--- src/rtl/axi_wr_native_bridge_if.sv ---
// Signal bundle between an AXI4 write master, the write bridge and a LiteDRAM-style native port.
// The "slave" modport is the bridge's view; "master" is the surrounding environment.
interface axi_wr_native_bridge_if #(
  parameter int DATA_W  = 256,
  parameter int ADDR_W  = 32,
  parameter int NADDR_W = 32,
  parameter int ID_W    = 1
);
  localparam int BYTES = DATA_W / 8;

  logic               axi_aw_valid;
  logic               axi_aw_ready;
  logic [ADDR_W-1:0]  axi_aw_payload_addr;
  logic [1:0]         axi_aw_payload_burst;
  logic [7:0]         axi_aw_payload_len;
  logic [3:0]         axi_aw_payload_size;
  logic [ID_W-1:0]    axi_aw_payload_id;
  logic               axi_w_valid;
  logic               axi_w_ready;
  logic               axi_w_last;
  logic [DATA_W-1:0]  axi_w_payload_data;
  logic [BYTES-1:0]   axi_w_payload_strb;
  logic               axi_b_valid;
  logic               axi_b_ready;
  logic [1:0]         axi_b_payload_resp;
  logic [ID_W-1:0]    axi_b_payload_id;
  logic               native_cmd_valid;
  logic               native_cmd_ready;
  logic               native_cmd_payload_we;
  logic [NADDR_W-1:0] native_cmd_payload_addr;
  logic               wdata_valid;
  logic               wdata_ready;
  logic [DATA_W-1:0]  wdata_payload_data;
  logic [BYTES-1:0]   wdata_payload_we;

  modport slave (
    input  axi_aw_valid, axi_aw_payload_addr, axi_aw_payload_burst, axi_aw_payload_len,
           axi_aw_payload_size, axi_aw_payload_id, axi_w_valid, axi_w_last,
           axi_w_payload_data, axi_w_payload_strb, axi_b_ready, native_cmd_ready, wdata_ready,
    output axi_aw_ready, axi_w_ready, axi_b_valid, axi_b_payload_resp, axi_b_payload_id,
           native_cmd_valid, native_cmd_payload_we, native_cmd_payload_addr,
           wdata_valid, wdata_payload_data, wdata_payload_we
  );

  modport master (
    output axi_aw_valid, axi_aw_payload_addr, axi_aw_payload_burst, axi_aw_payload_len,
           axi_aw_payload_size, axi_aw_payload_id, axi_w_valid, axi_w_last,
           axi_w_payload_data, axi_w_payload_strb, axi_b_ready, native_cmd_ready, wdata_ready,
    input  axi_aw_ready, axi_w_ready, axi_b_valid, axi_b_payload_resp, axi_b_payload_id,
           native_cmd_valid, native_cmd_payload_we, native_cmd_payload_addr,
           wdata_valid, wdata_payload_data, wdata_payload_we
  );
endinterface

--- src/rtl/axi_wr_native_bridge.sv ---
// AXI4 write burst -> per-beat native commands plus pass-through write data, then one B response.
// Command and data streams advance independently; an errored burst drains W without native traffic.
module axi_wr_native_bridge #(
  parameter int DATA_W  = 256,
  parameter int ADDR_W  = 32,
  parameter int NADDR_W = 32,
  parameter int ID_W    = 1
) (
  input logic                  clk,
  input logic                  rst,
  axi_wr_native_bridge_if.slave bus
);
  localparam int BYTES = DATA_W / 8;
  localparam int SHIFT = $clog2(BYTES);

  localparam logic [1:0] S_IDLE  = 2'd0;
  localparam logic [1:0] S_BURST = 2'd1;
  localparam logic [1:0] S_RESP  = 2'd2;

  localparam logic [1:0] B_FIXED = 2'd0;
  localparam logic [1:0] B_WRAP  = 2'd2;
  localparam logic [1:0] B_RSVD  = 2'd3;

  logic [1:0]        r_state;
  logic [ADDR_W-1:0] r_addr;
  logic [1:0]        r_burst;
  logic [7:0]        r_len;
  logic [ID_W-1:0]   r_id;
  logic [8:0]        r_cmd_cnt;
  logic [8:0]        r_data_cnt;
  logic              r_err;
  logic              r_lastmis;

  logic              w_aw_ready;
  logic              w_aw_hs;
  logic              w_wrap_len_ok;
  logic              w_aw_err;
  logic [8:0]        w_len9;
  logic              w_cmd_act;
  logic              w_data_act;
  logic              w_cmd_hs;
  logic              w_w_ready;
  logic              w_w_hs;
  logic [8:0]        w_cmd_cnt_nxt;
  logic [8:0]        w_data_cnt_nxt;
  logic              w_done;
  logic [ADDR_W-1:0] w_addr_inc;
  logic [ADDR_W-1:0] w_wrap_mask;
  logic [ADDR_W-1:0] w_addr_nxt;

  assign w_aw_ready = (r_state == S_IDLE) & ~rst;
  assign w_aw_hs    = bus.axi_aw_valid & w_aw_ready;

  assign w_wrap_len_ok = (bus.axi_aw_payload_len == 8'd1) | (bus.axi_aw_payload_len == 8'd3) |
                         (bus.axi_aw_payload_len == 8'd7) | (bus.axi_aw_payload_len == 8'd15);
  assign w_aw_err = (bus.axi_aw_payload_size != 4'(SHIFT)) | (bus.axi_aw_payload_burst == B_RSVD) |
                    ((bus.axi_aw_payload_burst == B_WRAP) & ~w_wrap_len_ok);

  assign w_len9     = {1'b0, r_len};
  assign w_cmd_act  = (r_state == S_BURST) & (r_cmd_cnt <= w_len9) & ~r_err;
  assign w_data_act = (r_state == S_BURST) & (r_data_cnt <= w_len9);
  assign w_cmd_hs   = w_cmd_act & bus.native_cmd_ready;
  // Errored bursts sink W beats unconditionally so the master is never stalled.
  assign w_w_ready  = r_err ? w_data_act : (bus.wdata_ready & w_data_act);
  assign w_w_hs     = bus.axi_w_valid & w_w_ready;

  assign w_cmd_cnt_nxt  = r_cmd_cnt + 9'(w_cmd_hs);
  assign w_data_cnt_nxt = r_data_cnt + 9'(w_w_hs);
  // Look at post-handshake counts so B follows the final handshake by one cycle.
  assign w_done = (r_err | (w_cmd_cnt_nxt > w_len9)) & (w_data_cnt_nxt > w_len9);

  // WRAP window is (len+1)*BYTES; len+1 is a power of two, so the mask is len:ones.
  assign w_addr_inc  = r_addr + ADDR_W'(BYTES);
  assign w_wrap_mask = (ADDR_W'(r_len) << SHIFT) | ADDR_W'(BYTES - 1);

  always_comb begin
    w_addr_nxt = w_addr_inc;
    case (r_burst)
      B_FIXED: w_addr_nxt = r_addr;
      B_WRAP:  w_addr_nxt = (r_addr & ~w_wrap_mask) | (w_addr_inc & w_wrap_mask);
      default: w_addr_nxt = w_addr_inc;
    endcase
  end

  always_ff @(posedge clk or posedge rst) begin
    if (rst) begin
      r_state    <= S_IDLE;
      r_addr     <= '0;
      r_burst    <= '0;
      r_len      <= '0;
      r_id       <= '0;
      r_cmd_cnt  <= '0;
      r_data_cnt <= '0;
      r_err      <= 1'b0;
      r_lastmis  <= 1'b0;
    end else begin
      case (r_state)
        S_IDLE: if (w_aw_hs) begin
          r_addr     <= bus.axi_aw_payload_addr;
          r_burst    <= bus.axi_aw_payload_burst;
          r_len      <= bus.axi_aw_payload_len;
          r_id       <= bus.axi_aw_payload_id;
          r_cmd_cnt  <= '0;
          r_data_cnt <= '0;
          r_err      <= w_aw_err;
          r_lastmis  <= 1'b0;
          r_state    <= S_BURST;
        end
        S_BURST: begin
          if (w_cmd_hs) begin
            r_cmd_cnt <= w_cmd_cnt_nxt;
            r_addr    <= w_addr_nxt;
          end
          if (w_w_hs) begin
            r_data_cnt <= w_data_cnt_nxt;
            if (bus.axi_w_last != (r_data_cnt == w_len9)) r_lastmis <= 1'b1;
          end
          if (w_done) r_state <= S_RESP;
        end
        S_RESP: if (bus.axi_b_ready) r_state <= S_IDLE;
        default: r_state <= S_IDLE;
      endcase
    end
  end

  assign bus.axi_aw_ready            = w_aw_ready;
  assign bus.axi_w_ready             = w_w_ready;
  assign bus.axi_b_valid             = (r_state == S_RESP);
  assign bus.axi_b_payload_resp      = ((r_state == S_RESP) & (r_err | r_lastmis)) ? 2'd2 : 2'd0;
  assign bus.axi_b_payload_id        = r_id;
  assign bus.native_cmd_valid        = w_cmd_act;
  assign bus.native_cmd_payload_we   = 1'b1;
  assign bus.native_cmd_payload_addr = NADDR_W'(r_addr >> SHIFT);
  assign bus.wdata_valid             = bus.axi_w_valid & w_data_act & ~r_err;
  assign bus.wdata_payload_data      = bus.axi_w_payload_data;
  assign bus.wdata_payload_we        = bus.axi_w_payload_strb;
endmodule

--- src/flat_wrapper.sv ---
// flat-port wrapper written by rule: the top's interface ports become plain ports
module axi_wr_native_bridge_flat 
#(
  parameter int DATA_W  = 256,
  parameter int ADDR_W  = 32,
  parameter int NADDR_W = 32,
  parameter int ID_W    = 1
)
  (clk, rst, bus_axi_aw_valid, bus_axi_aw_payload_addr, bus_axi_aw_payload_burst, bus_axi_aw_payload_len, bus_axi_aw_payload_size, bus_axi_aw_payload_id, bus_axi_w_valid, bus_axi_w_last, bus_axi_w_payload_data, bus_axi_w_payload_strb, bus_axi_b_ready, bus_native_cmd_ready, bus_wdata_ready, bus_axi_aw_ready, bus_axi_w_ready, bus_axi_b_valid, bus_axi_b_payload_resp, bus_axi_b_payload_id, bus_native_cmd_valid, bus_native_cmd_payload_we, bus_native_cmd_payload_addr, bus_wdata_valid, bus_wdata_payload_data, bus_wdata_payload_we);
  axi_wr_native_bridge_if #(.DATA_W(DATA_W), .ADDR_W(ADDR_W), .NADDR_W(NADDR_W), .ID_W(ID_W)) bus_i ();
  input logic clk;
  input logic rst;
  input wire logic [$bits(bus_i.axi_aw_valid)-1:0] bus_axi_aw_valid;
  input wire logic [$bits(bus_i.axi_aw_payload_addr)-1:0] bus_axi_aw_payload_addr;
  input wire logic [$bits(bus_i.axi_aw_payload_burst)-1:0] bus_axi_aw_payload_burst;
  input wire logic [$bits(bus_i.axi_aw_payload_len)-1:0] bus_axi_aw_payload_len;
  input wire logic [$bits(bus_i.axi_aw_payload_size)-1:0] bus_axi_aw_payload_size;
  input wire logic [$bits(bus_i.axi_aw_payload_id)-1:0] bus_axi_aw_payload_id;
  input wire logic [$bits(bus_i.axi_w_valid)-1:0] bus_axi_w_valid;
  input wire logic [$bits(bus_i.axi_w_last)-1:0] bus_axi_w_last;
  input wire logic [$bits(bus_i.axi_w_payload_data)-1:0] bus_axi_w_payload_data;
  input wire logic [$bits(bus_i.axi_w_payload_strb)-1:0] bus_axi_w_payload_strb;
  input wire logic [$bits(bus_i.axi_b_ready)-1:0] bus_axi_b_ready;
  input wire logic [$bits(bus_i.native_cmd_ready)-1:0] bus_native_cmd_ready;
  input wire logic [$bits(bus_i.wdata_ready)-1:0] bus_wdata_ready;
  output wire logic [$bits(bus_i.axi_aw_ready)-1:0] bus_axi_aw_ready;
  output wire logic [$bits(bus_i.axi_w_ready)-1:0] bus_axi_w_ready;
  output wire logic [$bits(bus_i.axi_b_valid)-1:0] bus_axi_b_valid;
  output wire logic [$bits(bus_i.axi_b_payload_resp)-1:0] bus_axi_b_payload_resp;
  output wire logic [$bits(bus_i.axi_b_payload_id)-1:0] bus_axi_b_payload_id;
  output wire logic [$bits(bus_i.native_cmd_valid)-1:0] bus_native_cmd_valid;
  output wire logic [$bits(bus_i.native_cmd_payload_we)-1:0] bus_native_cmd_payload_we;
  output wire logic [$bits(bus_i.native_cmd_payload_addr)-1:0] bus_native_cmd_payload_addr;
  output wire logic [$bits(bus_i.wdata_valid)-1:0] bus_wdata_valid;
  output wire logic [$bits(bus_i.wdata_payload_data)-1:0] bus_wdata_payload_data;
  output wire logic [$bits(bus_i.wdata_payload_we)-1:0] bus_wdata_payload_we;
  assign bus_i.axi_aw_valid = bus_axi_aw_valid;
  assign bus_i.axi_aw_payload_addr = bus_axi_aw_payload_addr;
  assign bus_i.axi_aw_payload_burst = bus_axi_aw_payload_burst;
  assign bus_i.axi_aw_payload_len = bus_axi_aw_payload_len;
  assign bus_i.axi_aw_payload_size = bus_axi_aw_payload_size;
  assign bus_i.axi_aw_payload_id = bus_axi_aw_payload_id;
  assign bus_i.axi_w_valid = bus_axi_w_valid;
  assign bus_i.axi_w_last = bus_axi_w_last;
  assign bus_i.axi_w_payload_data = bus_axi_w_payload_data;
  assign bus_i.axi_w_payload_strb = bus_axi_w_payload_strb;
  assign bus_i.axi_b_ready = bus_axi_b_ready;
  assign bus_i.native_cmd_ready = bus_native_cmd_ready;
  assign bus_i.wdata_ready = bus_wdata_ready;
  assign bus_axi_aw_ready = bus_i.axi_aw_ready;
  assign bus_axi_w_ready = bus_i.axi_w_ready;
  assign bus_axi_b_valid = bus_i.axi_b_valid;
  assign bus_axi_b_payload_resp = bus_i.axi_b_payload_resp;
  assign bus_axi_b_payload_id = bus_i.axi_b_payload_id;
  assign bus_native_cmd_valid = bus_i.native_cmd_valid;
  assign bus_native_cmd_payload_we = bus_i.native_cmd_payload_we;
  assign bus_native_cmd_payload_addr = bus_i.native_cmd_payload_addr;
  assign bus_wdata_valid = bus_i.wdata_valid;
  assign bus_wdata_payload_data = bus_i.wdata_payload_data;
  assign bus_wdata_payload_we = bus_i.wdata_payload_we;
  axi_wr_native_bridge #(.DATA_W(DATA_W), .ADDR_W(ADDR_W), .NADDR_W(NADDR_W), .ID_W(ID_W)) u_core (.clk(clk), .rst(rst), .bus(bus_i));
endmodule
--- config.mk ---
export PLATFORM = sky130hd
export DESIGN_NAME = axi_wr_native_bridge_flat
export DESIGN_NICKNAME = d
export VERILOG_FILES = /design/src/rtl/axi_wr_native_bridge_if.sv /design/src/rtl/axi_wr_native_bridge.sv /design/src/flat_wrapper.sv
export SDC_FILE = /design/constraint.sdc
export NUM_CORES = 1
export LEC_CHECK = 0
export CORE_AREA = 2 2 263 265
export DETAILED_ROUTE_END_ITERATION = 10
export DIE_AREA = 0 0 265 267
export PLACE_DENSITY_LB_ADDON = 0.05
export SYNTH_ARGS = -nofsm -noshare
export SYNTH_HDL_FRONTEND = slang
export SYNTH_SLANG_ARGS = --single-unit
--- constraint.sdc ---
create_clock -name clk -period 9.15 [get_ports clk]
set_input_delay 2.2875 -clock clk [delete_from_list [all_inputs] [get_ports clk]]
set_output_delay 2.2875 -clock clk [all_outputs]
set_load 0.01 [all_outputs]
==> flow_metrics.py, run 1 <==
metrics = {
    "finish": {
        "nets": 991,
        "final_area_mm2": 0.00659,
        "syn2layout_area_growth_pct": 0.0949,
        "final_util": 0.0970,
        "num_antenna_cells": 0,
        "drive_gt1_frac": 0.0682,
    },
    "route": {
        "drt_first_pass_iters": 4,
        "num_vias": 4529,
        "drt-total-wl_um": 27100,
        "drc_errors": 0,
        "viasPerCell": 3.02,
        "ant_nets": 0,
        "wire_per_inst_um": 18.1,
        "first_iter_violations": 186,
    },
    "placed_design": {
        "portBuffers": 83,
        "dp_hpwl_um": 20800,
        "gp_congestion": 0.648,
        "dpl-instance-area_mm2": 0.00629,
    },
    "floorplan": {
        "pin_count": 672,
        "die-area_mm2": 0.0708,
        "rows": 96,
        "core_mm2": 0.0680,
        "initial_utilization": 0.0969,
        "dieWidth_um": 265,
        "die_h_um": 267,
    },
    "global_route": {
        "grt_pass1_vias": 4999,
        "grt_max_degree": 35,
        "grt_pass1_wl_um": 38500,
        "antenna_found_initial": 0,
        "track_usage": 0.0774,
        "overflow": 0,
    },
    "timing": {
        "finalHoldViolCount": 0,
        "worst_pin_slew_ns": 1.10,
        "grt_setup_unrepaired": "no",
        "period_share": 0.650,
        "max_freq_ghz": 0.168,
        "setup_viol": 0,
        "slew_viol_final": 0,
        "fin_crit_ns": 5.95,
        "fin_skew_ns": 0.0209,
        "relSlewSlack": 0.267,
        "fin_tns_setup_ns": 0,
    },
    "logic_synthesis": {
        "yosysMostFrequentCell": "buf_4",
        "yosys-top-cells-count": "buf_4, nand2_1, o21ai_0",
        "synth_seq_cells": 60,
        "syn_area_mm2": 0.00659,
        "synth.avg_cell_area_um2": 8.01,
        "synth.distinct_cells": 66,
        "synth_edf_count": 0,
        "yosys.area.top_type": "buf_4",
        "yosys_warnings": 0,
        "yosysSeqAreaShare": 0.228,
        "ys_async_sr_fraction": 1.00,
        "synth_top_area_share": 0.336,
        "netlist_top_cells_area": "buf_4, dfrtp_1, ha_1",
        "synthFlopType": "dfrtp_1",
        "netlist_instances": 822,
    },
    "power": {
        "vdd_drop_max_uv": 71.7,
        "p_leak_nw": 2.34,
        "powerDensity_mw_per_mm2": 279,
    },
    "worst_setup_path": {
        "start_kind": "primary input",
        "required_ns": 6.86,
        "critPathCaptureType": "output port",
        "reg2reg_slack_ns": 4.42,
        "crit_type": "in -> out",
        "reg2reg_depth": 19,
        "r2r-start": "u_core.r_len[4]$_DFFE_PP0P_",
        "timing.rr.end": "u_core.r_state[0]$_DFFE_PP0P_",
        "worstSetupEndpoint": "bus_wdata_valid",
        "worst-path-max-fanout": 3,
        "critPathArrivalTime_ns": 3.66,
        "crit_path_start": "bus_axi_w_valid",
    },
    "job": {
        "maxCapViolCount": 0,
    },
    "clock_tree": {
        "cts-htree-levels": 3,
        "clock_latency_ns": 0.39,
        "clockRootBuffer": "clkbuf_16",
        "numCtsBuffers": 9,
        "cts.hold.buffers_added": 0,
        "cts_sinks": 60,
        "clockBufferDepth": 2,
        "cts_setup_buffers": 0,
        "ctsResizeCount": 0,
        "clk_pin_slew_ns": 0.05,
        "cts_tree": "yes",
    },
    "min_path": {
        "hold_class": "reg -> reg",
    },
    "outcome": {
        "status": "finished clean",
    },
}
## per-layer routing
layer / vias up / GRT usage / wire length, µm
met1: 2194 / 0.0962 / 12400
met3: 63 / 0.0367 / 2090
met4: 2 / 0.0214 / 383
met5: - / 0.00762 / 47
li1: 2079 / - / -
met2: 191 / 0.118 / 12200
## through the flow
| stage | setup WS [ns] | hold slack, ns | cells | power [mW] |
|---|---|---|---|---|
| 5_1_grt | 3.14 | 0.525 | 1498 | 2.02 |
| 2_1_floorplan | 4.16 | 0.477 | 827 | 1.13 |
| 6_report | 3.20 | 0.498 | 1498 | 1.84 |
| 4_1_cts | 3.18 | 0.511 | 1498 | 1.92 |
| 3_5_place_dp | 3.21 | 0.500 | 1482 | 1.52 |
| 3_3_place_gp | 3.16 | 0.498 | 1482 | 1.53 |
## layout by cell type, fill, tap and decap left out, drive strengths merged, types with 2 or more instances in the layout
cell and count:
mux2i 5, o211ai 6, nor2b 3, nor4b 2
nand2b 6, or3 2, o22ai 2, nor2 41
a21oi 36, a31oi 8, nand4 13, nor4 5
o21a 4, conb 7, o21bai 2, and2 5
nand2 66, xnor2 13, xor2 6, ha 37
clkinv 2, dfrtp 60, buf 6, a22oi 5
inv 26, nand3 29, clkdlybuf4s50 83, and3 5
nor3 13, mux2 3, o22a 5, a211oi 3
o21ai 67, a41oi 3, o2bb2ai 2, o221ai 4
clkbuf 12, a2111oi 2
## where the power goes
group / leakage (nW) / switching, mW / internal (mW)
clock network: 0.149 / 0.158 / 0.225
logic: 1.42 / 0.555 / 0.373
registers: 0.762 / 0.166 / 0.359
## cell type report
class / instances / area [µm²]
fillers: 7939 / 61400
multi-input cells: 425 / 2710
flip-flops and latches: 60 / 1500
well taps: 882 / 1100
repair buffers: 89 / 876
clock buffers: 12 / 256
inverters: 26 / 97.6
clock inverters: 4 / 47.5
## kinds of logic after synthesis
| kind of cell | count (synthesis) | synth area share |
|---|---|---|
| flops | 60 | 0.228 |
| mux | 8 | 0.0133 |
| buf+inv | 342 | 0.366 |
| compound gates | 160 | 0.154 |
| xor+xnor | 19 | 0.0253 |
| fa+ha+maj | 37 | 0.0703 |
| simple gates | 194 | 0.142 |
| other cells | 2 | 0.00114 |
## critical path, cell delays in order
cell and delay (ns):
clkdlybuf4s50_1 0.48, nor4b_1 0.28, clkdlybuf4s50_1 0.61
## worst min-delay path by stage
stage / to / from / cells after the start
5_1_grt: u_core.bus.axi_b_payload_id$_DFFE_PP0P_ / u_core.bus.axi_b_payload_id$_DFFE_PP0P_ / 2
6_report: u_core.bus.axi_b_payload_id$_DFFE_PP0P_ / u_core.bus.axi_b_payload_id$_DFFE_PP0P_ / 2
3_5_place_dp: u_core.bus.axi_b_payload_id$_DFFE_PP0P_ / u_core.bus.axi_b_payload_id$_DFFE_PP0P_ / 2
3_3_place_gp: u_core.bus.axi_b_payload_id$_DFFE_PP0P_ / u_core.bus.axi_b_payload_id$_DFFE_PP0P_ / 2
2_1_floorplan: u_core.r_cmd_cnt[0]$_DFFE_PP0P_ / u_core.r_cmd_cnt[0]$_DFFE_PP0P_ / 2
4_1_cts: u_core.bus.axi_b_payload_id$_DFFE_PP0P_ / u_core.bus.axi_b_payload_id$_DFFE_PP0P_ / 2
Note: power is estimated with default switching activity, not from simulation.
==> inputs of run 2 (changes only) <==
--- a/config.mk
+++ b/config.mk
@@ -5,9 +5,9 @@
 export SDC_FILE = /design/constraint.sdc
 export NUM_CORES = 1
 export LEC_CHECK = 0
-export CORE_AREA = 2 2 263 265
+export CORE_AREA = 2 2 262 264
 export DETAILED_ROUTE_END_ITERATION = 10
-export DIE_AREA = 0 0 265 267
+export DIE_AREA = 0 0 264 266
 export PLACE_DENSITY_LB_ADDON = 0.05
 export SYNTH_ARGS = -nofsm -noshare
 export SYNTH_HDL_FRONTEND = slang
==> constraint.sdc (replaced) <==
create_clock -name clk -period 4.8 [get_ports clk]
set_input_delay 1.2 -clock clk [delete_from_list [all_inputs] [get_ports clk]]
set_output_delay 1.2 -clock clk [all_outputs]
set_load 0.01 [all_outputs]
==> run 2 against run 1 <==
Net effect:
- sequential cell count unchanged
- power rose by 88%
- worst setup slack got worse by 2.7 ns
- combinational power up 95%
- utilization rose by 0.21 points
==> flow_metrics.py, run 2 (synthesis results as in run 1) <==
metrics = {
    "timing": {
        "fin_hold_ws_ns": 0.496,
        "relSlewSlack": 0.378,
        "period_share": 0.899,
        "slew_viol_final": 0,
        "finalHoldViolCount": 0,
        "setup_viol": 0,
        "fin_crit_ns": 4.32,
        "worst_pin_slew_ns": 0.932,
        "fin_tns_setup_ns": 0,
        "fin_ws_ns": 0.484,
        "fin_skew_ns": 0.00669,
        "max_freq_ghz": 0.232,
        "grt_setup_unrepaired": "no",
    },
    "worst_setup_path": {
        "timing.rr.end": "u_core.r_state[1]$_DFFE_PP0P_",
        "start_kind": "flop",
        "r2r-start": "u_core.r_len[2]$_DFFE_PP0P_",
        "critPathArrivalTime_ns": 3.12,
        "critPathCaptureType": "output port",
        "path_cells": "inv_1, ha_1, nand2_1, a211oi_1, a2111oi_2, o21a_1, nor2_1, nor4b_1, clkdlybuf4s50_1",
        "worst_path_max_delay_cell": "clkdlybuf4s50_1",
        "critPathBufInv": 2,
        "slowest_delay_ns": 0.61,
        "required_ns": 3.60,
        "reg2reg_depth": 17,
        "reg2reg_slack_ns": 0.52,
        "crit_type": "reg -> out",
        "crit_family": "buffers and inverters",
        "worst-path-max-fanout": 6,
    },
    "min_path": {
        "min_delay_worst_endpoint": "u_core.bus.axi_b_payload_id$_DFFE_PP0P_",
        "hold_class": "reg -> reg",
        "hold_path.startpoint": "u_core.bus.axi_b_payload_id$_DFFE_PP0P_",
        "hold_depth": 2,
    },
    "route": {
        "viasPerCell": 3.05,
        "drt_first_pass_iters": 4,
        "wire_per_inst_um": 17.1,
        "first_iter_violations": 148,
        "drt-total-wl_um": 25900,
        "ant_nets": 0,
        "drc_errors": 0,
        "num_vias": 4621,
    },
    "global_route": {
        "antenna_found_initial": 0,
        "overflow": 0,
        "grt_pass1_vias": 5197,
        "grt_max_degree": 47,
        "track_usage": 0.0748,
        "grt_pass1_wl_um": 37500,
    },
    "placed_design": {
        "dp_cells": 1501,
        "dpl-instance-area_mm2": 0.00644,
        "dp_hpwl_um": 20100,
        "portBuffers": 83,
        "gp_congestion": 0.632,
        "pre_cts_ws_ns": 0.316,
    },
    "finish": {
        "num-fill-cells": 7904,
        "nets": 1010,
        "layout_commonest_cell": "clkdlybuf4s50_1",
        "drive_gt1_frac": 0.0931,
        "register_area_mm2": 0.00150,
        "final_area_mm2": 0.00671,
        "multi_input_area_mm2": 0.00271,
        "syn2layout_area_growth_pct": 1.94,
        "layout_common_cells": "clkdlybuf4s50_1, nand2_1, o21ai_0, dfrtp_1, nor2_1",
        "num_antenna_cells": 0,
        "fin_cells": 1516,
    },
    "clock_tree": {
        "cts-htree-levels": 3,
        "cts_tree": "yes",
        "clockBufferDepth": 2,
        "ctsResizeCount": 0,
        "clk_pin_slew_ns": 0.06,
        "clock_latency_ns": 0.36,
        "cts_sinks": 60,
        "cts.hold.buffers_added": 0,
        "numCtsBuffers": 9,
        "cts_setup_buffers": 0,
        "clockRootBuffer": "clkbuf_16",
    },
    "floorplan": {
        "die-area_mm2": 0.0702,
        "dieWidth_um": 264,
        "pin_count": 672,
        "rows": 96,
        "die_h_um": 266,
        "initial_utilization": 0.0972,
        "core_mm2": 0.0677,
    },
    "outcome": {
        "status": "finished clean",
    },
    "power": {
        "vdd_drop_max_uv": 125,
        "powerDensity_mw_per_mm2": 515,
        "p_leak_nw": 2.42,
    },
    "job": {
        "maxCapViolCount": 0,
    },
}
[run 2: changes by cell type in the layout (fill, tap and decap cells not counted)]
cell        previous run  this run
clkbuf_1               1         2
clkinvlp_4             1         0
bufinv_16              1         0
buf_12                 0         1
buf_4                  6        24
[run 2: metrics by stage]
stage / total power [mW] / utilization
6_report: 3.46 / 0.0991
2_1_floorplan: 2.16 / -
3_5_place_dp: 2.90 / 0.0951
4_1_cts: 3.62 / 0.0991
5_1_grt: 3.82 / 0.0991
3_3_place_gp: 2.95 / 0.0951
[run 2: metal layers]
metal	vias up	routed length, µm	GRT usage
li1	2122	-	-
met5	-	0	0
met2	206	12700	0.126
met3	86	1630	0.0275
met4	0	925	0.0382
met1	2207	10600	0.0827
[run 2: worst max path at each step]
stage	startpoint	endpoint	slack [ns]	depth (start not counted)
after global placement	bus_native_cmd_ready	u_core.r_state[1]$_DFFE_PP0P_	0.24	13
final	u_core.r_len[3]$_DFFE_PP0P_	bus_wdata_valid	0.48	9
after floorplan	u_core.r_len[2]$_DFFE_PP0P_	u_core.r_state[1]$_DFFE_PP0P_	1.15	17
after CTS	u_core.r_len[3]$_DFFE_PP0P_	bus_wdata_valid	0.33	9
after global routing	u_core.r_len[2]$_DFFE_PP0P_	u_core.r_state[1]$_DFFE_PP0P_	0.03	17
after detailed placement	bus_native_cmd_ready	u_core.r_state[1]$_DFFE_PP0P_	0.32	13
[run 2: area by class of cell]
class	instances	area share
Clock inverter	2	0.00149
Sequential cell	60	0.224
Multi-Input combinational cell	425	0.404
Tap cell	882	0.164
Clock buffer	13	0.0388
Timing Repair Buffer	108	0.154
Inverter	26	0.0145
[run 2: where the power goes]
group	switching, mW	internal [mW]
clock network	0.284	0.374
logic	1.06	0.744
registers	0.305	0.684
total	1.65	1.80
[run 2: tightest hold or removal path, stage by stage, from the launching register on]
cell     delay (ns)
dfrtp_1        0.36
nand2_1        0.05
nand2_1        0.05
==> inputs of run 3 (changes only) <==
--- a/config.mk
+++ b/config.mk
@@ -5,6 +5,7 @@
 export SDC_FILE = /design/constraint.sdc
 export NUM_CORES = 1
 export LEC_CHECK = 0
+export CAP_MARGIN = 25
 export CORE_AREA = 2 2 262 264
 export DETAILED_ROUTE_END_ITERATION = 10
 export DIE_AREA = 0 0 264 266
==> results of run 3 <==
Final layout, timing and power as in run 2 (identical DEF).
